$ cat src/rtl/dmem_ctrl.sv
// dmem_ctrl: data-memory access controller between EX/MEM and the mem stage.
// Turns RV32I load/store requests into single req/ack data-RAM transactions,
// handling byte-lane alignment, byte enables and load sign/zero extension,
// and stalls the pipeline while a transaction is outstanding.
//
// Ports:
//   clk, arst_n          clock; synchronous active-low reset
//   req_rena_i/wena_i    load / store request (store wins if both)
//   req_addr_i           byte address
//   req_wdata_i          store data, right-aligned
//   funct3_i             RV32I access type
//   stall_o              hold pipeline registers
//   rdata_o              extended load result
//   rdata_valid_o        one-cycle pulse: rdata_o updated by a load
//   misalign_o, err_o    one-cycle pulses: access dropped / illegal or timeout
//   bus_*                req/ack data-RAM bus (word address, byte enables)
module dmem_ctrl #(
    parameter int unsigned TIMEOUT_CYCLES = 255,
    parameter int unsigned CNT_WIDTH      = 16
) (
    input  logic        clk,
    input  logic        arst_n,
    input  logic        req_rena_i,
    input  logic        req_wena_i,
    input  logic [31:0] req_addr_i,
    input  logic [31:0] req_wdata_i,
    input  logic [2:0]  funct3_i,
    output logic        stall_o,
    output logic [31:0] rdata_o,
    output logic        rdata_valid_o,
    output logic        misalign_o,
    output logic        err_o,
    output logic        bus_req_o,
    output logic        bus_we_o,
    output logic [31:0] bus_addr_o,
    output logic [31:0] bus_wdata_o,
    output logic [3:0]  bus_be_o,
    input  logic        bus_ack_i,
    input  logic [31:0] bus_rdata_i
);

    typedef enum logic [1:0] {S_IDLE, S_BUS, S_DONE} state_t;

    localparam logic [CNT_WIDTH-1:0] CNT_LAST = CNT_WIDTH'(TIMEOUT_CYCLES - 1);

    state_t               state_q, state_d;
    logic [CNT_WIDTH-1:0] cnt_q, cnt_d;
    logic [2:0]           funct3_q, funct3_d;
    logic [1:0]           addr_lo_q, addr_lo_d;
    logic [31:0]          rdata_q, rdata_d;
    logic                 rdata_valid_q, rdata_valid_d;
    logic                 misalign_q, misalign_d;
    logic                 err_q, err_d;
    logic                 bus_req_q, bus_req_d;
    logic                 bus_we_q, bus_we_d;
    logic [31:0]          bus_addr_q, bus_addr_d;
    logic [31:0]          bus_wdata_q, bus_wdata_d;
    logic [3:0]           bus_be_q, bus_be_d;

    logic        req_any;
    logic        illegal;
    logic        misaligned;
    logic [31:0] lane_wdata;
    logic [3:0]  lane_be;
    logic [7:0]  ld_byte;
    logic [15:0] ld_half;
    logic [31:0] ld_ext;

    assign req_any = req_rena_i | req_wena_i;

    // Request decode (store takes priority when both enables are set)
    always_comb begin
        if (req_wena_i) begin
            illegal = (funct3_i > 3'b010);
        end else begin
            illegal = (funct3_i == 3'b011) || (funct3_i == 3'b110) || (funct3_i == 3'b111);
        end
        misaligned = ((funct3_i[1:0] == 2'b01) && req_addr_i[0]) ||
                     ((funct3_i[1:0] == 2'b10) && (req_addr_i[1:0] != 2'b00));
        case (funct3_i[1:0])
            2'b00: begin
                lane_wdata = {4{req_wdata_i[7:0]}};
                lane_be    = 4'b0001 << req_addr_i[1:0];
            end
            2'b01: begin
                lane_wdata = {2{req_wdata_i[15:0]}};
                lane_be    = req_addr_i[1] ? 4'b1100 : 4'b0011;
            end
            default: begin
                lane_wdata = req_wdata_i;
                lane_be    = 4'b1111;
            end
        endcase
    end

    // Load extraction uses the captured offset/type, not the live request
    always_comb begin
        case (addr_lo_q)
            2'd0:    ld_byte = bus_rdata_i[7:0];
            2'd1:    ld_byte = bus_rdata_i[15:8];
            2'd2:    ld_byte = bus_rdata_i[23:16];
            default: ld_byte = bus_rdata_i[31:24];
        endcase
        ld_half = addr_lo_q[1] ? bus_rdata_i[31:16] : bus_rdata_i[15:0];
        case (funct3_q)
            3'b000:  ld_ext = {{24{ld_byte[7]}}, ld_byte};
            3'b100:  ld_ext = {24'b0, ld_byte};
            3'b001:  ld_ext = {{16{ld_half[15]}}, ld_half};
            3'b101:  ld_ext = {16'b0, ld_half};
            default: ld_ext = bus_rdata_i;
        endcase
    end

    always_comb begin
        state_d       = state_q;
        cnt_d         = cnt_q;
        funct3_d      = funct3_q;
        addr_lo_d     = addr_lo_q;
        rdata_d       = rdata_q;
        rdata_valid_d = 1'b0;
        misalign_d    = 1'b0;
        err_d         = 1'b0;
        bus_req_d     = bus_req_q;
        bus_we_d      = bus_we_q;
        bus_addr_d    = bus_addr_q;
        bus_wdata_d   = bus_wdata_q;
        bus_be_d      = bus_be_q;
        case (state_q)
            S_IDLE: begin
                if (req_any) begin
                    funct3_d  = funct3_i;
                    addr_lo_d = req_addr_i[1:0];
                    if (illegal) begin
                        state_d = S_DONE;
                        err_d   = 1'b1;
                        rdata_d = '0;
                    end else if (misaligned) begin
                        state_d    = S_DONE;
                        misalign_d = 1'b1;
                        rdata_d    = '0;
                    end else begin
                        state_d     = S_BUS;
                        cnt_d       = '0;
                        bus_req_d   = 1'b1;
                        bus_we_d    = req_wena_i;
                        bus_addr_d  = {req_addr_i[31:2], 2'b00};
                        bus_wdata_d = lane_wdata;
                        bus_be_d    = req_wena_i ? lane_be : 4'b1111;
                    end
                end
            end
            S_BUS: begin
                if (bus_ack_i) begin
                    state_d   = S_DONE;
                    bus_req_d = 1'b0;
                    if (!bus_we_q) begin
                        rdata_d       = ld_ext;
                        rdata_valid_d = 1'b1;
                    end
                end else if (cnt_q == CNT_LAST) begin
                    state_d   = S_DONE;
                    bus_req_d = 1'b0;
                    err_d     = 1'b1;
                    rdata_d   = '0;
                end else begin
                    cnt_d = cnt_q + CNT_WIDTH'(1);
                end
            end
            default: begin
                // DONE: request inputs still show the finished access; never re-accept
                state_d = S_IDLE;
            end
        endcase
    end

    always_ff @(posedge clk) begin
        if (!arst_n) begin
            state_q       <= S_IDLE;
            cnt_q         <= '0;
            funct3_q      <= '0;
            addr_lo_q     <= '0;
            rdata_q       <= '0;
            rdata_valid_q <= 1'b0;
            misalign_q    <= 1'b0;
            err_q         <= 1'b0;
            bus_req_q     <= 1'b0;
            bus_we_q      <= 1'b0;
            bus_addr_q    <= '0;
            bus_wdata_q   <= '0;
            bus_be_q      <= '0;
        end else begin
            state_q       <= state_d;
            cnt_q         <= cnt_d;
            funct3_q      <= funct3_d;
            addr_lo_q     <= addr_lo_d;
            rdata_q       <= rdata_d;
            rdata_valid_q <= rdata_valid_d;
            misalign_q    <= misalign_d;
            err_q         <= err_d;
            bus_req_q     <= bus_req_d;
            bus_we_q      <= bus_we_d;
            bus_addr_q    <= bus_addr_d;
            bus_wdata_q   <= bus_wdata_d;
            bus_be_q      <= bus_be_d;
        end
    end

    assign stall_o       = ((state_q == S_IDLE) && req_any) || (state_q == S_BUS);
    assign rdata_o       = rdata_q;
    assign rdata_valid_o = rdata_valid_q;
    assign misalign_o    = misalign_q;
    assign err_o         = err_q;
    assign bus_req_o     = bus_req_q;
    assign bus_we_o      = bus_we_q;
    assign bus_addr_o    = bus_addr_q;
    assign bus_wdata_o   = bus_wdata_q;
    assign bus_be_o      = bus_be_q;

endmodule

$ cat config.mk
export PLATFORM = sky130hd
export DESIGN_NAME = dmem_ctrl
export DESIGN_NICKNAME = d
export VERILOG_FILES = /design/src/rtl/dmem_ctrl.sv
export SDC_FILE = /design/constraint.sdc
export NUM_CORES = 1
export LEC_CHECK = 0
export CAP_MARGIN = 20
export CORE_MARGIN = 2
export CORE_UTILIZATION = 48
export DETAILED_ROUTE_END_ITERATION = 12
export PLACE_DENSITY = 0.83
export SETUP_SLACK_MARGIN = 0.3
export SYNTH_ARGS = -nofsm -noshare
export SYNTH_HDL_FRONTEND = slang
export SYNTH_SLANG_ARGS = --single-unit
$ cat constraint.sdc
create_clock -name clk -period 3.6 [get_ports clk]
set_input_delay 0.9 -clock clk [delete_from_list [all_inputs] [get_ports clk]]
set_output_delay 0.9 -clock clk [all_outputs]
set_load 0.1 [all_outputs]
==> results_dict.tcl, run 1 <==
set metrics [dict create \
    yosysTopAreaCellShare_pct 43.9 \
    drc 0 \
    synth_xor_area_share_pct 1.22 \
    crit_family "buffers and inverters" \
    synth_edf_count 0 \
    totalPowerFinal_w 0.00453 \
    grt_first_pass_wirelength_um 28800 \
    hp-class "reg2reg" \
    crit_slowest_cell "clkdlybuf4s50_1" \
    synthTopCellsByArea "dfxtp_1 (44%), nand2_1 (8.4%), a21oi_1 (7.5%)" \
    path_class "in2out" \
    overflow 0 \
    p_leak_nw 3.16 \
    slew_viol_final 0 \
    max-slew-margin-rel_pct 30.4 \
    synthAdderAreaFrac_pct 0.436 \
    avgSynthCellArea_um2 8.38 \
    start_util_pct 49.7 \
    synth_compound_area_share_pct 24.2 \
    h-tree-depth 4 \
    finalClockSkew_ns 0.00943 \
    ys_ff_latch 126 \
    pin_count 210 \
    nets 978 \
    post-cts-setup-buffers 0 \
    synthMuxAreaShare_pct 5.47 \
    ys.flop_type "dfxtp_1" \
    fillCellCount 898 \
    firstDrtPassIters 5 \
    worst-path-max-fanout 6 \
    start_kind "input pin" \
    drive_gt1_share_pct 15.9 \
    num_vias 5803 \
    port_buffers 207 \
    grt_start_max_net_pins 68 \
    drtIter0Drc 430 \
    clkSlewWorstSetupHoldPaths_ns 0.06 \
    seqCellArea_um2 2520 \
    worstPathCellList "clkdlybuf4s50_1 > or3_1 > nor2b_2 > buf_12" \
    timing.fmax_ghz 0.308 \
    tns_ns 0 \
    place_congestion 0.833 \
    cts_hold_buf 0 \
    synth_top_family_by_area "compound AO/OA/AOI/OAI gates" \
    cts_tree "built" \
    antenna_found_initial 0 \
    n_antenna_cell 0 \
    routedWlPerCell_um 17.5 \
    cts.repair.resized 0 \
    antenna_left 0 \
    viasPerCell 5.64 \
    netlist_instances 685 \
    clockBufferDepth 2 \
    async_flop_share_pct 0 \
    first_global_vias 5808 \
    status "finished clean" \
    core_um2 11600 \
    drv_cap 0 \
    cts_buffers 17 \
    setup_viol_count_final 0 \
    crit_arrival_ns 2.34 \
    cp-end-kind "output pin" \
    critPathBufInv 2 \
    area_growth_pct 44.7 \
    fin_crit_sh_pct 90.1 \
    ys_seq_area_share_pct 43.9 \
    clock_latency_ns 0.42 \
    rows 39 \
    hold_violations 0 \
    routed_wl_um 17900 \
    ys_warn_count 0 \
    numClockSinks 126 \
    multi_input_area_um2 2950 \
    die_x_um 113 \
    power_density_nw_per_um2 544 \
    die_h_um 113 \
    synth_top_cell_by_area "dfxtp_1" \
    hold_ws_ns 0.454 \
    dieArea_um2 12900 \
    crit_path_max_incr_delay_ns 0.57 \
    rsz0062_at_grt "no" \
    peakVddDrop_mv 0.392 \
    yosysUniqueCellTypes 57 \
    grt_usage_pct 28.0 \
    hpwlAfterDp_um 12900 \
    cts_root_buffer "clkbuf_16" \
    worst_pin_slew_ns 1.04 \
    critPathRequiredTime_ns 2.70 \
    period_needed_ns 3.24 \
    synthSimpleGateAreaFrac_pct 19.5 \
    netlist_area_um2 5740 \
]
-- registers in the layout (all words and copies together), names as in the netlist --
signal	cells
err_o	1
bus_be_o	4
bus_we_o	1
bus_addr_o	30
bus_req_o	1
bus_wdata_o	32
rdata_valid_o	1
rdata_o	32
cnt_q	16
funct3_q	3
state_q	2
addr_lo_q	2
misalign_o	1
-- power by group --
group / internal (W) / leakage, nW / switching (W) / total, W
combinational: 0.000364 / 1.85 / 0.000885 / 0.00125
clock: 0.00109 / 0.284 / 0.000649 / 0.00174
sequential: 0.00148 / 1.03 / 0.0000609 / 0.00154
total: 0.00293 / 3.16 / 0.00159 / 0.00453
-- cells by family (layout without fill, tap and decap cells) --
group | after synthesis | in the layout
other | 1 | 2
and+or+nand+nor | 237 | 237
muxes | 31 | 31
adders and majority gates | 2 | 2
buffers and inverters | 69 | 268
DFF | 126 | 126
AOI/OAI and AO/OA | 211 | 211
xor gates and xnor gates | 8 | 8
-- cell usage in the layout (no fill, tap or decap), types with 3 or more instances in the layout --
cell type / count
clkdlybuf4s50_1: 130
nand2_1: 128
dfxtp_1: 126
buf_4: 88
a21oi_1: 86
nor2_1: 43
o21ai_0: 35
mux2i_1: 28
o2bb2ai_1: 24
clkbuf_16: 17
inv_1: 14
a211oi_1: 10
a311oi_1: 9
nor3b_1: 7
nand2b_1: 7
or4_1: 7
a221oi_1: 7
a2bb2oi_1: 7
xnor2_1: 7
nor4_1: 6
o31ai_1: 6
nor2b_1: 5
o221ai_1: 5
nand3_1: 5
or3_1: 4
nor3_1: 4
clkinv_4: 4
o21a_1: 3
nand4_1: 3
a21o_1: 3
mux2_2: 3
and3_1: 3
and2_1: 3
clkinvlp_4: 3
bufinv_16: 3
-- tightest hold or removal path: cells and delay by family, from the launching register on --
kind / cells / cell delay, ns
flops: 1 / 0.30
simple gates: 1 / 0.05
compound gates: 1 / 0.05
-- cells in the mapped netlist (5+ instances only) --
library cell,count
a2bb2oi_1,7
xnor2_1,7
a21oi_1,86
clkbuf_1,33
o2bb2ai_1,24
buf_2,13
o31ai_1,6
nand3_1,5
nand2b_1,7
mux2i_1,28
a311oi_1,9
nand2_1,128
dfxtp_1,126
nor3b_1,7
nor4_1,6
nor2_1,43
inv_1,15
nor2b_1,7
or4_1,7
o221ai_1,5
o21ai_0,36
a211oi_1,10
a221oi_1,7
-- worst paths after layout --
check                                     start              end  slack [ns]  cells after the start
worst max register to register       state_q[0]  bus_wdata_o[14]        1.32                      6
worst max-delay path                 req_wena_i          stall_o        0.36                      4
worst min register to register  bus_wdata_o[29]  bus_wdata_o[29]        0.45                      2
worst min-delay path            bus_wdata_o[29]  bus_wdata_o[29]        0.45                      2
-- through the flow --
stage	utilization (%)	worst slack [ns]	area, µm²	std cells
floorplan	-	0.785	5750	686
global placement	66.6	0.399	7710	995
detailed placement	66.6	0.342	7710	995
CTS	71.8	0.373	8310	1027
global route	71.9	0.305	8310	1028
finish	71.9	0.356	8310	1028
-- final cells by class --
class,instances,area share (%)
sequential,126,30.3
multi-input combinational,491,35.5
tap,143,2.15
clock inverter,13,2.00
clock buffer,19,5.21
timing repair buffer,221,24.1
inverter,15,0.677
-- routing by layer --
metal / wire length (µm) / global-route usage [%] / up-vias
met1: 7150 / 32.1 / 2725
met2: 8850 / 47.5 / 225
met4: 456 / 11.4 / 0
met3: 1480 / 10.2 / 36
met5: 0 / 0 / -
li1: - / - / 2817
Note: power is estimated with default switching activity, not from simulation.
==> run 2: changes to the inputs <==
Settings changed: ABC_CLOCK_PERIOD_IN_PS set to 3600.
==> results of run 2 <==
Final layout, timing and power as in run 1 (identical DEF).
==> run 3: changes to the inputs <==
Settings changed: MAX_ROUTING_LAYER set to met4.
==> results_dict.tcl, run 3 (synthesis results as in run 1) <==
set metrics [dict create \
    final_cell_mix "clkdlybuf4s50_1 (130), nand2_1 (128), dfxtp_1 (126), buf_4 (88), a21oi_1 (86)" \
    clockBufferDepth 2 \
    cp-end-kind "output pin" \
    numClockSinks 126 \
    final_common_cell "clkdlybuf4s50_1" \
    worst-path-max-fanout 6 \
    cts_buffers 17 \
    critPathRequiredTime_ns 2.70 \
    grt_first_pass_wirelength_um 29200 \
    drtIter0Drc 550 \
    hp-class "reg2reg" \
    dieArea_um2 12900 \
    die_x_um 113 \
    cts.repair.resized 0 \
    hpwlAfterDp_um 13200 \
    antenna_found_initial 0 \
    port_buffers 207 \
    totalPowerFinal_w 0.00451 \
    cts_hold_buf 0 \
    peakVddDrop_mv 0.401 \
    max-slew-margin-rel_pct 31.5 \
    post-cts-setup-buffers 0 \
    power_density_nw_per_um2 543 \
    timing.fmax_ghz 0.308 \
    period_needed_ns 3.24 \
    cts_tree "built" \
    num_vias 5971 \
    nets 978 \
    h-tree-depth 4 \
    drc 0 \
    status "finished clean" \
    grt_usage_pct 29.4 \
    fillCellCount 909 \
    seqCellArea_um2 2520 \
    crit_arrival_ns 2.34 \
    setup_viol_count_final 0 \
    antenna_left 0 \
    tns_ns 0 \
    routed_wl_um 18300 \
    core_um2 11600 \
    start_util_pct 49.7 \
    routedWlPerCell_um 17.8 \
    multi_input_area_um2 2950 \
    clkSlewWorstSetupHoldPaths_ns 0.06 \
    drv_cap 0 \
    start_kind "input pin" \
    viasPerCell 5.81 \
    p_leak_nw 3.16 \
    worst_pin_slew_ns 1.02 \
    place_congestion 0.840 \
    overflow 0 \
    first_global_vias 5755 \
    slew_viol_final 0 \
    pin_count 210 \
    area_growth_pct 44.7 \
    n_antenna_cell 0 \
    cts_root_buffer "clkbuf_16" \
    clock_latency_ns 0.42 \
    grt_start_max_net_pins 69 \
    finalClockSkew_ns 0.00889 \
    rows 39 \
    path_class "in2out" \
    drive_gt1_share_pct 16.2 \
    fin_crit_sh_pct 90.1 \
    rsz0062_at_grt "no" \
    hold_violations 0 \
    die_h_um 113 \
    firstDrtPassIters 5 \
]
run 3: changes by cell type in the layout (fill, tap and decap cells not counted):
cell       change
inv_6          +3
clkbuf_1       -2
clkinv_2       -1
clkbuf_8       +1
bufinv_16      -1
clkbuf_2       +1
buf_2          -1
run 3: worst paths after layout:
kind	from	end	slack, ns	depth (start not counted)
setup / recovery	req_wena_i	stall_o	0.36	4
hold / removal	bus_wdata_o[29]	bus_wdata_o[29]	0.45	2
setup reg to reg	cnt_q[11]	rdata_o[20]	1.44	6
hold reg to reg	bus_wdata_o[29]	bus_wdata_o[29]	0.45	2
run 3: area by class of cell:
type	instances	area share, %
inverter	15	0.678
multi-input combinational	491	35.5
timing repair buffer	221	24.2
tap	143	2.15
clock buffer	18	5.29
sequential	126	30.4
clock inverter	14	1.90
run 3: report_power, final:
| group | internal [W] | switching [W] |
|---|---|---|
| registers | 0.00148 | 0.0000631 |
| clock network | 0.00105 | 0.000673 |
| logic | 0.000364 | 0.000888 |
| total | 0.00289 | 0.00162 |
run 3: per-layer routing:
layer  up-vias  GRT usage (%)  share of wire, %
li1       2819              -                 -
met1      2848           34.1                39
met2       264           48.9                50
met3        40           8.66               7.7
met4         0           10.2               2.5
met5         -              -                 0
run 3: worst max-delay path, cell delays in order:
cell,delay (ns)
clkdlybuf4s50_1,0.57
or3_1,0.47
nor2b_2,0.22
buf_12,0.19
run 3: per-stage QoR:
step / utilization [%] / std cells / instance area [µm²] / hold slack (ns) / setup slack [ns]
5_1_grt: 71.8 / 1028 / 8310 / 0.481 / 0.310
2_1_floorplan: - / 686 / 5750 / 0.460 / 0.785
4_1_cts: 71.8 / 1027 / 8300 / 0.457 / 0.357
3_3_place_gp: 66.6 / 995 / 7710 / 0.442 / 0.393
3_5_place_dp: 66.6 / 995 / 7710 / 0.449 / 0.365
6_report: 71.8 / 1028 / 8310 / 0.454 / 0.355
